## config.mk

```make
export PLATFORM = sky130hd
export DESIGN_NAME = edge_stream_select_flat
export DESIGN_NICKNAME = d
export VERILOG_FILES = /design/src/rtl/edge_stream_select_if.sv /design/src/rtl/edge_stream_select.sv /design/src/flat_wrapper.sv
export SDC_FILE = /design/constraint.sdc
export NUM_CORES = 1
export LEC_CHECK = 0
export ABC_AREA = 1
export CAP_MARGIN = 20
export CORE_UTILIZATION = 56
export DETAILED_ROUTE_END_ITERATION = 7
export PLACE_DENSITY_LB_ADDON = 0.1
export SLEW_MARGIN = 20
export SYNTH_ARGS = -nofsm -noshare
export SYNTH_HDL_FRONTEND = slang
export SYNTH_SLANG_ARGS = --single-unit
```

## constraint.sdc

```tcl
create_clock -name clk_i -period 4.15 [get_ports clk_i]
set_input_delay 0.83 -clock clk_i [delete_from_list [all_inputs] [get_ports clk_i]]
set_output_delay 0.83 -clock clk_i [all_outputs]
set_load 0.02 [all_outputs]
```

## src/rtl/edge_stream_select_if.sv

```systemverilog
// Stream bundle for edge_stream_select: raw pixel tap, feature beats and the framer-facing output.
// master = upstream/framer side, slave = the selector itself.
interface edge_stream_select_if #(
   parameter int Channels  = 2,
   parameter int ConvWidth = 4,
   parameter int MagWidth  = 5,
   parameter int PixWidth  = 1
);
   logic [PixWidth-1:0]           raw_data_i;
   logic                          raw_valid_i;
   logic                          raw_ready_o;
   logic [Channels*ConvWidth-1:0] feat_data_i;
   logic [MagWidth-1:0]           mag_i;
   logic                          feat_valid_i;
   logic                          feat_ready_o;
   logic [PixWidth-1:0]           data_o;
   logic                          valid_o;
   logic                          ready_i;

   modport master (
      output raw_data_i, raw_valid_i, feat_data_i, mag_i, feat_valid_i, ready_i,
      input  raw_ready_o, feat_ready_o, data_o, valid_o
   );

   modport slave (
      input  raw_data_i, raw_valid_i, feat_data_i, mag_i, feat_valid_i, ready_i,
      output raw_ready_o, feat_ready_o, data_o, valid_o
   );
endinterface

```

## src/rtl/edge_stream_select.sv

```systemverilog
// Frame-locked selector: raw pixels, one thresholded conv channel, or thresholded magnitude,
// behind a one-entry elastic output register. Define ABS_EDGE_EN to compare |ch| in channel modes.
module edge_stream_select #(
   parameter int Channels     = 2,
   parameter int ConvWidth    = 4,
   parameter int MagWidth     = 5,
   parameter int PixWidth     = 1,
   parameter int RawFrameLen  = 76800,
   parameter int FeatFrameLen = 75684,
   parameter int ModeWidth    = $clog2(Channels + 2)
) (
   input  logic                          clk_i,
   input  logic                          rst_ni,
   input  logic [ModeWidth-1:0]          mode_i,
   input  logic [Channels*ConvWidth-1:0] thresh_i,
   input  logic [MagWidth-1:0]           mag_thresh_i,
   edge_stream_select_if.slave           strm,
   output logic [ModeWidth-1:0]          mode_o,
   output logic                          frame_done_o
);

   localparam int MaxLen   = (RawFrameLen > FeatFrameLen) ? RawFrameLen : FeatFrameLen;
   localparam int CntWidth = (MaxLen > 1) ? $clog2(MaxLen) : 1;

   localparam logic [ModeWidth-1:0] RawMode = '0;
   localparam logic [ModeWidth-1:0] MagMode = ModeWidth'(Channels + 1);
   localparam logic [CntWidth-1:0]  RawLast  = CntWidth'(RawFrameLen - 1);
   localparam logic [CntWidth-1:0]  FeatLast = CntWidth'(FeatFrameLen - 1);

   // Out-of-range mode requests fall back to magnitude mode.
   function automatic logic [ModeWidth-1:0] clamp_mode(input logic [ModeWidth-1:0] m);
      if (int'(m) > Channels + 1) return MagMode;
      return m;
   endfunction

   function automatic logic chan_edge(input logic signed [ConvWidth-1:0] ch,
                                      input logic signed [ConvWidth-1:0] th);
`ifdef ABS_EDGE_EN
      logic signed [ConvWidth:0] ch_ext;
      logic        [ConvWidth:0] ch_abs;
      ch_ext = {ch[ConvWidth-1], ch};
      ch_abs = ch_ext[ConvWidth] ? unsigned'(-ch_ext) : unsigned'(ch_ext);
      return ch_abs >= {1'b0, unsigned'(th)};
`else
      return ch >= th;
`endif
   endfunction

   logic [ModeWidth-1:0] mode_meta;
   logic [ModeWidth-1:0] mode_sync;
   logic [ModeWidth-1:0] mode_q;
   logic [CntWidth-1:0]  beat_cnt;

   logic                        sel_raw;
   logic                        slot_free;
   logic                        accept_p0;
   logic                        cnt_wrap_p0;
   logic signed [ConvWidth-1:0] ch_sel_p0;
   logic signed [ConvWidth-1:0] th_sel_p0;
   logic                        edge_p0;
   logic [PixWidth-1:0]         pix_p0;

   assign sel_raw   = (mode_q == RawMode);
   assign slot_free = ~strm.valid_o | strm.ready_i;

   // The unselected source is always ready so upstream never stalls; its beats are dropped.
   assign strm.raw_ready_o  = sel_raw ? slot_free : 1'b1;
   assign strm.feat_ready_o = sel_raw ? 1'b1 : slot_free;

   assign accept_p0   = slot_free & (sel_raw ? strm.raw_valid_i : strm.feat_valid_i);
   assign cnt_wrap_p0 = (beat_cnt == (sel_raw ? RawLast : FeatLast));

   always_comb begin
      ch_sel_p0 = '0;
      th_sel_p0 = '0;
      for (int c = 0; c < Channels; c++) begin
         if (int'(mode_q) == c + 1) begin
            ch_sel_p0 = strm.feat_data_i[c*ConvWidth +: ConvWidth];
            th_sel_p0 = thresh_i[c*ConvWidth +: ConvWidth];
         end
      end
   end

   always_comb begin
      edge_p0 = (mode_q == MagMode) ? (strm.mag_i >= mag_thresh_i)
                                    : chan_edge(ch_sel_p0, th_sel_p0);
      pix_p0  = '0;
      if (sel_raw) pix_p0    = strm.raw_data_i;
      else         pix_p0[0] = edge_p0;
   end

   // mode_i comes from the button domain.
   always_ff @(posedge clk_i or negedge rst_ni) begin
      if (!rst_ni) begin
         mode_meta <= '0;
         mode_sync <= '0;
      end else begin
         mode_meta <= mode_i;
         mode_sync <= mode_meta;
      end
   end

   // A beat accepted while the counter is 0 still uses the old mode and engages the lock.
   always_ff @(posedge clk_i or negedge rst_ni) begin
      if (!rst_ni) begin
         mode_q       <= MagMode;
         beat_cnt     <= '0;
         frame_done_o <= 1'b0;
      end else begin
         frame_done_o <= accept_p0 & cnt_wrap_p0;
         if (accept_p0) begin
            beat_cnt <= cnt_wrap_p0 ? '0 : beat_cnt + CntWidth'(1);
         end else if (beat_cnt == '0) begin
            mode_q <= clamp_mode(mode_sync);
         end
      end
   end

   // ---- stage p0 -> output register ----
   always_ff @(posedge clk_i or negedge rst_ni) begin
      if (!rst_ni) begin
         strm.valid_o <= 1'b0;
         strm.data_o  <= '0;
      end else if (accept_p0) begin
         strm.valid_o <= 1'b1;
         strm.data_o  <= pix_p0;
      end else if (strm.ready_i) begin
         strm.valid_o <= 1'b0;
      end
   end

   assign mode_o = mode_q;

endmodule

```

## src/flat_wrapper.sv

```systemverilog
// flat-port wrapper written by rule: the top's interface ports become plain ports
module edge_stream_select_flat 
#(
   parameter int Channels     = 2,
   parameter int ConvWidth    = 4,
   parameter int MagWidth     = 5,
   parameter int PixWidth     = 1,
   parameter int RawFrameLen  = 76800,
   parameter int FeatFrameLen = 75684,
   parameter int ModeWidth    = $clog2(Channels + 2)
)
  (clk_i, rst_ni, mode_i, thresh_i, mag_thresh_i, mode_o, frame_done_o, strm_raw_data_i, strm_raw_valid_i, strm_feat_data_i, strm_mag_i, strm_feat_valid_i, strm_ready_i, strm_raw_ready_o, strm_feat_ready_o, strm_data_o, strm_valid_o);
  edge_stream_select_if #(.Channels(Channels), .ConvWidth(ConvWidth), .MagWidth(MagWidth), .PixWidth(PixWidth)) strm_i ();
  input  logic clk_i;
  input  logic rst_ni;
  input  logic [ModeWidth-1:0] mode_i;
  input  logic [Channels*ConvWidth-1:0] thresh_i;
  input  logic [MagWidth-1:0] mag_thresh_i;
  output logic [ModeWidth-1:0] mode_o;
  output logic frame_done_o;
  input wire logic [$bits(strm_i.raw_data_i)-1:0] strm_raw_data_i;
  input wire logic [$bits(strm_i.raw_valid_i)-1:0] strm_raw_valid_i;
  input wire logic [$bits(strm_i.feat_data_i)-1:0] strm_feat_data_i;
  input wire logic [$bits(strm_i.mag_i)-1:0] strm_mag_i;
  input wire logic [$bits(strm_i.feat_valid_i)-1:0] strm_feat_valid_i;
  input wire logic [$bits(strm_i.ready_i)-1:0] strm_ready_i;
  output wire logic [$bits(strm_i.raw_ready_o)-1:0] strm_raw_ready_o;
  output wire logic [$bits(strm_i.feat_ready_o)-1:0] strm_feat_ready_o;
  output wire logic [$bits(strm_i.data_o)-1:0] strm_data_o;
  output wire logic [$bits(strm_i.valid_o)-1:0] strm_valid_o;
  assign strm_i.raw_data_i = strm_raw_data_i;
  assign strm_i.raw_valid_i = strm_raw_valid_i;
  assign strm_i.feat_data_i = strm_feat_data_i;
  assign strm_i.mag_i = strm_mag_i;
  assign strm_i.feat_valid_i = strm_feat_valid_i;
  assign strm_i.ready_i = strm_ready_i;
  assign strm_raw_ready_o = strm_i.raw_ready_o;
  assign strm_feat_ready_o = strm_i.feat_ready_o;
  assign strm_data_o = strm_i.data_o;
  assign strm_valid_o = strm_i.valid_o;
  edge_stream_select #(.Channels(Channels), .ConvWidth(ConvWidth), .MagWidth(MagWidth), .PixWidth(PixWidth), .RawFrameLen(RawFrameLen), .FeatFrameLen(FeatFrameLen), .ModeWidth(ModeWidth)) u_core (.clk_i(clk_i), .rst_ni(rst_ni), .mode_i(mode_i), .thresh_i(thresh_i), .mag_thresh_i(mag_thresh_i), .strm(strm_i), .mode_o(mode_o), .frame_done_o(frame_done_o));
endmodule
```

==> results of run 1 <==
registers in the layout, summed over array words and instances (netlist names):
name and count:
u_core.beat_cnt 17, u_core.frame_done_o 1, u_core.mode_meta 2, u_core.mode_o 2, u_core.mode_sync 2, u_core.strm.data_o 1
u_core.strm.valid_o 1
placed cells by master, fill, tap and decap left out, types with 2 or more instances in the layout:
| master | count |
|---|---|
| nand2_1 | 63 |
| nand4_1 | 8 |
| xor2_1 | 7 |
| nor3_1 | 6 |
| ha_1 | 11 |
| dfstp_2 | 2 |
| dfrtp_1 | 24 |
| a21oi_1 | 7 |
| inv_1 | 44 |
| clkbuf_4 | 3 |
| nand3_1 | 34 |
| nor2_1 | 30 |
| nand2_2 | 4 |
| inv_2 | 3 |
| nor4_1 | 3 |
| nor2_4 | 4 |
| clkdlybuf4s50_1 | 39 |
| o21ai_0 | 7 |
| o21ai_1 | 6 |
report_power, final:
group	internal, mW	switching [mW]
logic	0.133	0.232
registers	0.308	0.0872
clock network	0.0977	0.0751
total	0.539	0.394
logic make-up after synthesis:
family,count (synthesis),share of synthesized area
xor gates and xnor gates,8,0.0351
adders and majority gates,11,0.0689
AOI/OAI and AO/OA,24,0.0664
and+or+nand+nor,161,0.394
buffers and inverters,53,0.108
DFF,26,0.327
per-layer routing:
layer / vias up / wire length [um]
li1: 990 / -
met1: 899 / 2130
met2: 65 / 2130
met3: 4 / 320
met4: 0 / 45
met5: - / 0
through the flow:
stage          cell area, um^2  setup WS [ns]  std cells  hold slack (ns)  total power, mW
6_report                  2480           1.13        369            0.366            0.933
5_1_grt                   2480           1.00        369            0.377             1.00
4_1_cts                   2480           1.12        369            0.373            0.930
3_5_place_dp              2430           1.12        365            0.340            0.757
3_3_place_gp              2430           1.17        365            0.333            0.748
2_1_floorplan             2000           2.13        283            0.331            0.632
cell type report:
cell class,instances,area share
sequential,26,0.264
clock buffer,3,0.00910
multi-input combinational,204,0.455
inverter,48,0.0738
timing repair buffer,41,0.163
clock inverter,1,0.0121
tap,46,0.0232
final timing paths:
| check | endpoint | start | depth (start not counted) |
|---|---|---|---|
| min | u_core.mode_sync[1] | u_core.mode_meta[1] | 0 |
| min reg2reg | u_core.mode_sync[1] | u_core.mode_meta[1] | 0 |
| max reg2reg | u_core.strm.data_o | u_core.mode_o[0] | 11 |
| max | strm_feat_ready_o | strm_ready_i | 6 |
| max in group asynchronous | u_core.mode_o[0] | rst_ni | 2 |
| min in group asynchronous | u_core.beat_cnt[4] | rst_ni | 1 |
==> summary.md, run 1 <==
| Metric | Value |
|---|---|
| CTS Buffer Depth | `2` |
| H-Tree Depth | `1` |
| Starting Density | `0.594` |
| Top FF cell, synth | `dfrtp_1` |
| Root buffer selected by CTS | `clkbuf_4` |
| Die Width | `roughly 62 um` |
| Post-synth EDFFs | `0` |
| Max-capacitance violation count | `0` |
| Final core occ | `0.736` |
| CP peak stage delay | `about 0.60 ns` |
| Area delta synth->final | `24.0%` |
| Layout Nets | `about 370` |
| WP buf/inv | `4` |
| GPL Wtd Cong | `roughly 1` |
| Synth cell count leaders | `nand2_1 (63), inv_1 (44), nand3_1 (34)` |
| Clock Skews | `0.00492 ns` |
| Setup Crit Path Kind | `input port to output port` |
| First-pass GRT wire length | `between 7000 and 8000 um` |
| Vias in the first global route | `approximately 1800` |
| Post-Syn Instances | `roughly 280` |
| HP Class | `flop to flop` |
| Yosys top cell by area | `dfrtp_1` |
| Yosys cell types | `34` |
| DRC Markers | `0` |
| # hold bufs at CTS | `0` |
| Hold Vio Cnt, Final | `0` |
| Slew Viols, Final | `0` |
| Fin crit share | `0.728` |
| CTS tree | `built` |
| Top post-synthesis cells by area | `dfrtp_1 (30%), nand2_1 (12%), nand3_1 (8.5%), inv_1 (8.3%), ha_1 (6.9%)` |
| Actual slew at the worst max-slew pin | `approximately 0.56 ns` |
| Total CTS buffers | `3` |
| CORE AREA | `3360 um^2` |
| Netlist Area Pre-Place | `around 2000 um^2` |
| Setup TNS | `0 ns` |
| Top-count cell post-synth | `nand2_1` |
| Timing-limited maximum frequency | `roughly 330 MHz` |
| Startpoint types | `input port` |
| GR Layer Usage met3 | `0.0559` |
| WL final | `around 4600 um` |
| R2R Setup Slk | `2.11 ns` |
| Die area | `about 3800 um^2` |
| # fillers | `between 200 and 300` |
| Die Y-Extent | `approximately 62 um` |
| GR peak layer | `met2` |
| Slowest cell on the critical path | `clkdlybuf4s50_1` |
| Critical path peak fanout | `3` |
| Post-DRT Antenna Nets | `0` |
| Clock sinks | `26` |
| FF+latch count, synth | `26` |
| Max VDD drop | `0.000357 V` |
| Standard-cell rows | `21` |
| Gr ovfl total | `0` |
| DRT iter0 DRCs | `between 100 and 150` |
| DRT Pass-1 Iters | `4` |
| Via density | `5.31` |
| Latest clock arrival within the worst-skew pair | `about 0.32 ns` |
| Post-CTS Setup Bufs | `0` |
| RSZ-0062 raised after global routing | `false` |
| Share of cells above drive strength 1 | `0.0898` |
| PwrDens | `approximately 380 nW/um^2` |
| Syn avg cell area | `just over 7 um^2` |
| Met1 usage | `0.371` |
| Multi-input gate area | `between 1000 and 1500 um^2` |
| Final setup violation count | `0` |
| Largest net degree at the start of global routing | `26` |
| Reg clk slew, reported paths | `0.13 ns` |
| Post-DP HPWL | `around 3700 um` |
| Post-Syn Nets | `~330` |
| Sequential fraction of the synthesis area | `0.327` |
| Arrival @ worst endpoint | `roughly 2.2 ns` |
| Ys Warns | `0` |
| Slew margin rel. | `0.624` |
| Cells along the critical path | `clkdlybuf4s50_1, inv_1, nand2_1, inv_1, nand2_1, clkdlybuf4s50_1` |
| Critical path's top delay family | `buffers and inverters` |
| Yosys top cell area share | `0.301` |
| ANT cells | `0` |
| Initial antenna violation count | `0` |
| Vias | `1958` |
| Crit. End Element | `output port` |
| Register area | `approximately 650 um^2` |
| Asr flop ratio synth | `1.00` |
| DR WL/cell | `12.5 um` |
| Final Critical Period | `3.02 ns` |
| GR Util met2 | `0.444` |
| # IOs | `between 40 and 50` |
| Post-CTS Resized | `0` |
| Count of input and output buffers | `40` |
| Outcome | `complete, no violations` |
| Required time worst endpoint | `3.32 ns` |
| Static Leak | `about 1.2 nW` |
| GRT Util Overall | `0.271` |
No activity file was read; power rests on OpenSTA's default activity.
==> inputs of run 2 (changes only) <==
--- a/config.mk
+++ b/config.mk
@@ -7,7 +7,7 @@
 export LEC_CHECK = 0
 export ABC_AREA = 1
 export CAP_MARGIN = 20
-export CORE_UTILIZATION = 56
+export CORE_UTILIZATION = 47
 export DETAILED_ROUTE_END_ITERATION = 7
 export PLACE_DENSITY_LB_ADDON = 0.1
 export SLEW_MARGIN = 20
==> constraint.sdc (replaced) <==
create_clock -name clk_i -period 2.7 [get_ports clk_i]
set_input_delay 0.54 -clock clk_i [delete_from_list [all_inputs] [get_ports clk_i]]
set_output_delay 0.54 -clock clk_i [all_outputs]
set_load 0.02 [all_outputs]
==> run 2 against run 1 <==
  * Non-clock buffer count unchanged
  * Cell area up 0.51%
  * Global-route usage down 4.2 points
  * Critical path depth down 2
  * Die area up 18%
  * First-iteration DRC count up 5.8%
  * Clock power up 45%
  * Utilization down 12 points
  * Sequential cell count unchanged
  * Clock skew up 0.0044 ns
  * Count of clock-buffer cells in the layout up 1
  * Power up 51%
==> summary.md, run 2 (synthesized netlist as in run 1, its figures left out) <==
| Metric | Value |
|---|---|
| Outcome | `complete, no violations` |
| Commonest non-fill, non-tap cell in the layout | `nand2_1` |
| Total CTS buffers | `3` |
| Reg clk slew, reported paths | `~0.09 ns` |
| Gr ovfl total | `0` |
| Slew margin rel. | `0.740` |
| GRT Util Overall | `0.228` |
| Largest net degree at the start of global routing | `27` |
| Top reg by flops | `u_core.beat_cnt` |
| DRT Pass-1 Iters | `5` |
| Post-DRT Antenna Nets | `0` |
| GPL Wtd Cong | `around 0.92` |
| First-pass GRT wire length | `~7700 um` |
| Post-Layout Inst Area | `2490 um^2` |
| Max-capacitance violation count | `0` |
| Area delta synth->final | `24.6%` |
| Layout Nets | `369` |
| Actual slew at the worst max-slew pin | `slightly below 0.4 ns` |
| HP Class | `flop to flop` |
| Startpoint types | `flop` |
| Setup TNS | `0 ns` |
| PwrDens | `about 570 nW/um^2` |
| Arrival @ worst endpoint | `1.89 ns` |
| Vias | `~1900` |
| Post-DP HPWL | `3600 um` |
| Largest register FFs | `17` |
| Crit. End Element | `output port` |
| Share of cells above drive strength 1 | `0.0867` |
| Post-CTS Setup Bufs | `0` |
| Die Width | `roughly 67 um` |
| RSZ-0062 raised after global routing | `false` |
| Max VDD drop | `between 0.0003 and 0.0004 V` |
| DRC Markers | `0` |
| # fillers | `slightly below 400` |
| Critical path peak fanout | `14` |
| H-Tree Depth | `1` |
| WL final | `about 4600 um` |
| Setup Crit Path Kind | `flop to output port` |
| Via density | `~5.0` |
| CTS tree | `built` |
| Clock Skews | `0.00928 ns` |
| DRT iter0 DRCs | `around 150` |
| Vias in the first global route | `~1700` |
| DR WL/cell | `~12 um` |
| Root buffer selected by CTS | `clkbuf_8` |
| Die area | `~4500 um^2` |
| CORE AREA | `approximately 4000 um^2` |
| Required time worst endpoint | `approximately 2.2 ns` |
| # IOs | `41` |
| Final setup violation count | `0` |
| Final Critical Period | `between 2 and 2.5 ns` |
| Clock sinks | `26` |
| Commonest cells after routing, fill and taps aside | `nand2_1 (63), inv_1 (44), clkdlybuf4s50_1 (40)` |
| Initial antenna violation count | `0` |
| Hold Vio Cnt, Final | `0` |
| Fin crit share | `0.900` |
| # hold bufs at CTS | `0` |
| Standard-cell rows | `23` |
| Starting Density | `0.496` |
| Slew Viols, Final | `0` |
| CTS Buffer Depth | `2` |
| Die Y-Extent | `between 60 and 70 um` |
| Post-CTS Resized | `0` |
| ANT cells | `0` |
| Count of input and output buffers | `40` |
| Timing-limited maximum frequency | `between 400 and 500 MHz` |
| Latest clock arrival within the worst-skew pair | `0.28 ns` |
| Static Leak | `approximately 1.2 nW` |
| Area post-placement | `between 2000 and 2500 um^2` |
-- run 2: report_power, final --
part | switching, mW | internal (mW)
registers | 0.132 | 0.474
logic | 0.347 | 0.205
clock network | 0.121 | 0.131
-- run 2: area by class of cell --
| type | instances | area (um^2) | area share |
|---|---|---|---|
| multi-input cells | 204 | 1130 | 0.453 |
| well taps | 50 | 62.6 | 0.0251 |
| clock buffers | 4 | 55.1 | 0.0221 |
| inverters | 48 | 183 | 0.0734 |
| repair buffers | 41 | 408 | 0.164 |
| flip-flops and latches | 26 | 653 | 0.262 |
-- run 2: path summary, 6_finish.rpt --
check	start	end	slack [ns]	cells past startpoint
max in group asynchronous	rst_ni	u_core.mode_o[1]	1.79	2
max	u_core.mode_o[0]	strm_feat_ready_o	0.27	4
max reg2reg	u_core.mode_o[0]	u_core.strm.data_o	0.69	11
min reg2reg	u_core.mode_meta[0]	u_core.mode_sync[0]	0.35	0
min	u_core.mode_meta[0]	u_core.mode_sync[0]	0.35	0
min in group asynchronous	rst_ni	u_core.beat_cnt[6]	0.62	2
-- run 2: per-stage QoR --
stage               setup slack (ns)  hold WS, ns  utilization  cells  total power, mW
finish                         0.270        0.353        0.618    373             1.41
global route                   0.174        0.366        0.618    373             1.52
CTS                            0.256        0.357        0.618    373             1.41
detailed placement             0.254        0.336        0.604    369             1.15
global placement               0.294        0.333        0.604    369             1.15
floorplan                      0.692        0.244            -    283            0.971
-- run 2: layer usage --
metal  GRT usage  routed length [um]
met1       0.309                2220
met2       0.366                2100
met4      0.0612                  51
met3      0.0490                 222
met5           0                   0
-- run 2: worst max-delay path, stage by stage, from the launching register on --
cell and delay [ns]:
dfstp_2 0.72, inv_2 0.16, nand2_4 0.14, nand2_1 0.07, clkdlybuf4s50_1 0.53
